<file path="config.mk">
export PLATFORM = sky130hd
export DESIGN_NAME = sync_fifo_gen2
export DESIGN_NICKNAME = d
export VERILOG_FILES = /design/src/rtl/sync_fifo_gen2.sv
export SDC_FILE = /design/constraint.sdc
export NUM_CORES = 1
export LEC_CHECK = 0
export BUFFER_PORTS_ARGS = -buffer_cell sky130_fd_sc_hd__buf_4
export CAP_MARGIN = 0
export CORE_ASPECT_RATIO = 0.75
export CORE_MARGIN = 10
export CORE_UTILIZATION = 49
export DETAILED_ROUTE_END_ITERATION = 7
export GPL_ROUTABILITY_DRIVEN = 1
export HOLD_SLACK_MARGIN = 0.05
export MAX_ROUTING_LAYER = met4
export PLACE_DENSITY = 0.66
export SLEW_MARGIN = 20
export SYNTH_ARGS = -nofsm -noshare
export SYNTH_HDL_FRONTEND = slang
export SYNTH_SLANG_ARGS = --single-unit
</file>
<file path="constraint.sdc">
create_clock -name clk -period 6.3 [get_ports clk]
set_input_delay 0.315 -clock clk [delete_from_list [all_inputs] [get_ports clk]]
set_output_delay 0.315 -clock clk [all_outputs]
set_load 0.01 [all_outputs]
</file>
<file path="src/rtl/sync_fifo_gen2.sv">
// Single-clock parametrised FIFO with occupancy count, almost flags and sticky error flags.
// Define FIFO_FWFT_EN for first-word-fall-through; otherwise rd_data arrives 1 clk after rd_en.
module sync_fifo_gen2 #(
  parameter int DEPTH     = 16,
  parameter int D_WIDTH   = 8,
  parameter int AF_THRESH = DEPTH - 2,
  parameter int AE_THRESH = 2
) (
  input  logic                       clk,
  input  logic                       reset,
  input  logic                       wr_en,
  input  logic [D_WIDTH-1:0]         wr_data,
  input  logic                       rd_en,
  output logic [D_WIDTH-1:0]         rd_data,
  output logic                       rd_valid,
  output logic                       full,
  output logic                       empty,
  output logic                       almost_full,
  output logic                       almost_empty,
  output logic [$clog2(DEPTH):0]     count,
  output logic                       overflow,
  output logic                       underflow
);
  localparam int AW = $clog2(DEPTH);
  localparam logic [AW:0] DEPTH_C = (AW+1)'(DEPTH);
  localparam logic [AW:0] AF_LVL  = (AW+1)'(AF_THRESH);
  localparam logic [AW:0] AE_LVL  = (AW+1)'(AE_THRESH);

  logic [D_WIDTH-1:0] mem_q [DEPTH];
  logic [AW:0]        wr_ptr_q, wr_ptr_d, rd_ptr_q, rd_ptr_d;
  logic [D_WIDTH-1:0] rd_data_q, rd_data_d;
  logic               rd_valid_q, rd_valid_d;
  logic               overflow_q, underflow_q;
  logic               wr_acc, rd_acc, mem_we;
`ifdef FIFO_FWFT_EN
  logic [AW:0]        mem_cnt;
  logic               mem_empty, stage_load;
`endif

  always_comb begin
`ifdef FIFO_FWFT_EN
    // The output register is one FIFO slot; it is empty only when memory is too.
    mem_cnt   = wr_ptr_q - rd_ptr_q;
    mem_empty = (mem_cnt == '0);
    count     = mem_cnt + (AW+1)'(rd_valid_q);
    empty     = !rd_valid_q;
    full      = (count == DEPTH_C);
`else
    count     = wr_ptr_q - rd_ptr_q;
    empty     = (wr_ptr_q == rd_ptr_q);
    full      = (wr_ptr_q[AW] != rd_ptr_q[AW]) && (wr_ptr_q[AW-1:0] == rd_ptr_q[AW-1:0]);
`endif
    wr_acc     = wr_en && !full;
    rd_acc     = rd_en && !empty;
    mem_we     = wr_acc;
    rd_ptr_d   = rd_ptr_q;
    rd_data_d  = rd_data_q;
    rd_valid_d = rd_valid_q;
`ifdef FIFO_FWFT_EN
    stage_load = !rd_valid_q || rd_acc;
    if (stage_load) begin
      if (!mem_empty) begin
        rd_data_d  = mem_q[rd_ptr_q[AW-1:0]];
        rd_valid_d = 1'b1;
        rd_ptr_d   = rd_ptr_q + 1'b1;
      end else if (wr_acc) begin
        // Write into an otherwise empty FIFO bypasses memory straight to the head.
        rd_data_d  = wr_data;
        rd_valid_d = 1'b1;
        mem_we     = 1'b0;
      end else begin
        rd_valid_d = 1'b0;
      end
    end
`else
    rd_valid_d = rd_acc;
    if (rd_acc) begin
      rd_data_d = mem_q[rd_ptr_q[AW-1:0]];
      rd_ptr_d  = rd_ptr_q + 1'b1;
    end
`endif
    wr_ptr_d = wr_ptr_q + (AW+1)'(mem_we);
  end

  always_ff @(posedge clk) begin
    if (reset) begin
      wr_ptr_q    <= '0;
      rd_ptr_q    <= '0;
      rd_data_q   <= '0;
      rd_valid_q  <= 1'b0;
      overflow_q  <= 1'b0;
      underflow_q <= 1'b0;
    end else begin
      wr_ptr_q    <= wr_ptr_d;
      rd_ptr_q    <= rd_ptr_d;
      rd_data_q   <= rd_data_d;
      rd_valid_q  <= rd_valid_d;
      overflow_q  <= overflow_q | (wr_en && full);
      underflow_q <= underflow_q | (rd_en && empty);
    end
  end

  always_ff @(posedge clk) begin
    if (!reset && mem_we) mem_q[wr_ptr_q[AW-1:0]] <= wr_data;
  end

  assign rd_data      = rd_data_q;
  assign rd_valid     = rd_valid_q;
  assign almost_full  = (count >= AF_LVL);
  assign almost_empty = (count <= AE_LVL);
  assign overflow     = overflow_q;
  assign underflow    = underflow_q;
endmodule

</file>
# Yosys cells after proc, flatten, opt, wreduce, memory -nomap -nowiden
# Memories as Yosys holds them, arrays and structs flattened. A register that Yosys moved wholly into a read port is not among the register bits.
# Index checks and enable logic that the tools add are counted.
word_totals:
  reg_bits: 13
  ram_bits: 128
  inputBits: 12
  out_inout_bits: 20
  wordCells: 27
  memories: 1
classes:
  n_addsub: 3
  order_cmp: 2
  eq_ne: 3
  n_mux: 2
  bitwise: 2
  n_reduce_logical: 9
memory_table:
  columns: ["name", "depth", "word_bits", "rd", "rd_ports_with_merged_regs", "write_ports", "line_no", "text"]
  rows:
  - ["mem_q", 16, 8, 1, 1, 1, "29", "logic [D_WIDTH-1:0] mem_q [DEPTH];"]
op_table:
  columns: ["op", "count"]
  rows:
  - ["$logic_and 1x1->1", 6]
  - ["$add 5x1->5", 1]
  - ["$add 5x1->5 const B", 1]
  - ["$eq 5x5->1", 1]
  - ["$ge 5x4->1 const B", 1]
  - ["$le 5x2->1 const B", 1]
  - ["$sub 5x5->5", 1]
  - ["$eq 4x4->1", 1]
  - ["$logic_not 1->1", 3]
  - ["$mux 1", 2]
  - ["$or 1x1->1", 2]
  - ["$ne 1x1->1", 1]

# Logic depth before layout (Yosys ltp)
depth:
  depth_word: 7
  depth_mapped: 12
  depth_no_buf: 10

# Worst setup path before layout
# Ideal clock, no wire load.
synth_path:
  path_kind: "register -> register"
  from: "reg rd_ptr_q[2]"
  to: "mem mem_q[3][0] (enable)"
  setup_ns: 0.383
  arrival_ns: 2.556
  required_time_ns: 5.917
  slack_ns: 3.361
  path_stages_with_launch: 9
  path_buffers: 2
  synth_period_minus_slack_ns: 2.939
  path_cell_list: "dfxtp_1 -> buf_2 -> clkbuf_1 -> inv_1 -> ha_1 -> nand4_1 -> o21ai_1 -> or4_1 -> nor3_1"
synth_via:
  elab_chain_cells: 7
synth_lines:
  columns: ["item", "line_no", "text"]
  rows:
  - ["from (decl)", "30", "logic [AW:0] wr_ptr_q, wr_ptr_d, rd_ptr_q, rd_ptr_d;"]
  - ["from (signal assigned)", "95", "rd_ptr_q <= rd_ptr_d;"]
  - ["$eq 4x4->1", "51", "full = (wr_ptr_q[AW] != rd_ptr_q[AW]) && (wr_ptr_q[AW-1:0] == rd_ptr_q[AW-1:0]);"]
  - ["$logic_and 1x1->1", "51", null]
  - ["$logic_not 1->1", "53", "wr_acc = wr_en && !full;"]
  - ["$logic_and 1x1->1", "53", null]
  - ["$logic_and 1x1->1", "104", "if (!reset && mem_we) mem_q[wr_ptr_q[AW-1:0]] <= wr_data;"]
  - ["$mux 1", "104", null]
  - ["$mux 1 (implied by the code)", "104", null]
  - ["to (decl)", "29", null]
# Every way passes these cells.

# Worst setup path after layout
layout_path:
  from: "reg rd_ptr_q[1]"
  to: "mem mem_q[1][1] (enable)"
# Same word-level chain as after synthesis.

==> qor.yml <==
clk_path_buf_depth: 2
fmax_mhz: 274
ant_nets: 0
ys.warnings.count: 0
clk_latency_ns: 0.41
vias_per_cell: 5.63
die_area_mm2: 0.0171
start_util_pct: 50.8
fin_cells: 586
grtUsageTotal_pct: 16.2
cts.repair.resized: 0
critPathKind: "reg -> reg"
rows: 34
num_antenna_cells: 0
grt_pass1_wl_um: 20000
period_share_pct: 57.9
gp_congestion: 0.798
port_buffers: 31
synth_edf_count: 128
yosysSeqAreaShare_pct: 71.2
finalSetupViolCount: 0
r2r_start: "rd_ptr_q[1]$_SDFFE_PP0P_"
place_inst: 554
worstHoldStart: "wr_en"
worst_slew_pin_slew_ns: 1.05
critPathLaunchType: "register"
grt_max_degree: 33
top_layer: "met4"
hold_path_class: "in -> reg"
slew_violations: 0
layout-drive-gt1-share_pct: 18.9
core_area_mm2: 0.0118
dpl_cell_area_mm2: 0.00634
fin_skew_ns: 0.00679
cts_tree: "yes"
routed-wl-met3_um: 924
ir_drop_uv: 260
yosysTopAreaCellShare_pct: 64.2
multi_input_area_mm2: 0.00161
path_max_fanout: 32
met1_length_um: 5840
endpoint_kind: "register"
syn_area_mm2: 0.00599
cts_root_buf: "clkbuf_16"
numClockSinks: 149
synth_area_leader_cell: "edfxtp_1"
syn_avg_cell_area_um2: 15.8
clkTransAtPathRegs_ns: 0.06
via_count: 3301
cts.hold.buffers_added: 0
antenna_found_initial: 0
worstPathArrival_ns: 3.68
netlist_instances: 379
synthToLayoutAreaGrowth_pct: 16.6
synth_flop_cell: "edfxtp_1"
post_drt_wl_per_cell_um: 22.1
async_flop_share_pct: 0
fin_nets: 431
dr.pass1.iters: 4
die_w_um: 148
fp.dieH_um: 116
totalWireLength_um: 12900
max-cap-violations: 0
ios: 32
fin_setup_tns_ns: 0
p_per_area_mw_per_mm2: 358
synthTopCellsByArea: "edfxtp_1 (64%), mux2i_1 (8.0%), dfxtp_1 (7.0%), mux4_2 (3.0%), nor2_1 (2.0%)"
yosys.cell_types.count: 38
finalHoldViolCount: 0
drt_iter0_markers: 276
status: "finished, final reports clean"
hpwl_um: 8390
cts_max_level: 4
grt_pass1_vias: 3357
ys_seq_elements: 149
wl_met2_um: 6040
worst_hold_slack_ns: 0.162
crit_required_ns: 6.33
finalCriticalPeriod_ns: 3.65
postLayoutCellArea_mm2: 0.00699
drc_errors: 0
slew_headroom_pct: 29.3
cts_made_buffers: 17
syn-num-nets: 399
post_cts_buffers: 0
fill_cells: 922
cp-startpoint: "rd_ptr_q[1]$_SDFFE_PP0P_"
rsz0062_at_grt: "no"
p_leak_nw: 2.25
overflow: 0
ff_latch_area_mm2: 0.00427
## flip-flops by register name, indices dropped and copies added (netlist names)
name and cells:
mem_q 128, overflow 1, rd_data 8, rd_ptr_q 5, rd_valid 1, underflow 1, wr_ptr_q 5
## cells by family after synthesis
kind of cell	Yosys count	synth area share [%]
flip-flops	149	71.2
AND/OR/NAND/NOR	71	5.79
AO/OA/AOI/OAI	57	6.35
multiplexers	56	11.0
buffers and inverters	29	2.28
XOR/XNOR	9	1.57
adder cells (fa/ha/maj)	8	1.80
## layer usage
metal  GRT usage, %  vias to the layer above
met3           4.05                       11
met4           6.32                        0
li1               -                     1537
met5              -                        -
met2           24.2                      100
met1           21.1                     1653
## worst paths after layout
kind | to | slack, ns | depth (start not counted)
worst min-delay path | overflow$_SDFF_PP0_ | 0.16 | 3
worst max-delay path | mem_q[1][1]$_DFFE_PP_ | 2.65 | 6
worst max register to register | mem_q[1][1]$_DFFE_PP_ | 2.65 | 6
worst min register to register | underflow$_SDFF_PP0_ | 0.49 | 2
## stage by stage
step	util, %	setup slack (ns)	total power [W]
final	59.3	2.65	0.00250
after detailed placement	53.8	2.61	0.00145
after CTS	59.1	2.59	0.00251
after floorplan	-	3.36	0.00132
after global routing	59.3	2.38	0.00259
after global placement	53.8	2.72	0.00145
## cell usage in the layout (no fill, tap or decap), types with 7 or more instances in the layout
cell type and count:
a211oi_1 9, a221oi_1 8, buf_4 33, clkbuf_16 17, dfxtp_1 20, edfxtp_1 128
ha_1 7, inv_1 9, mux2i_1 48, mux4_2 8, nor2_1 32, nor3_1 9
o21ai_0 11, o22ai_1 16
## synthesized netlist by cell type, drive strengths merged (4+ instances only)
| cell | number |
|---|---|
| mux2i | 48 |
| ha | 7 |
| o22ai | 16 |
| clkbuf | 7 |
| nor2 | 32 |
| buf | 13 |
| inv | 9 |
| xor2 | 4 |
| nor2b | 4 |
| nor3 | 12 |
| a221oi | 8 |
| nand3 | 4 |
| edfxtp | 128 |
| or4 | 5 |
| mux4 | 8 |
| dfxtp | 21 |
| nand2 | 4 |
| a21oi | 5 |
| a211oi | 9 |
| o21ai | 13 |
| xnor2 | 5 |
## area by class of cell
class                           instances  share of cell area [%]
Tap cell                              162                    2.90
Inverter                                9                   0.484
Multi-Input combinational cell        201                    23.0
Clock inverter                         15                    2.92
Clock buffer                           17                    6.09
Timing Repair Buffer                   33                    3.55
Sequential cell                       149                    61.0
## where the power goes
group / total, W / leakage [nW] / internal, W / switching (W)
Sequential: 0.00112 / 1.33 / 0.00109 / 0.0000235
Combinational: 0.000317 / 0.627 / 0.000134 / 0.000183
Clock: 0.00107 / 0.297 / 0.000665 / 0.000402
## worst max-delay path, stage by stage (launching register included)
cell	delay, ns
dfxtp_2	0.94
inv_1	0.22
ha_1	0.35
nand4_1	0.22
o21ai_1	0.18
or4_1	0.53
nor3_1	0.84
Note: power is estimated with default switching activity, not from simulation.
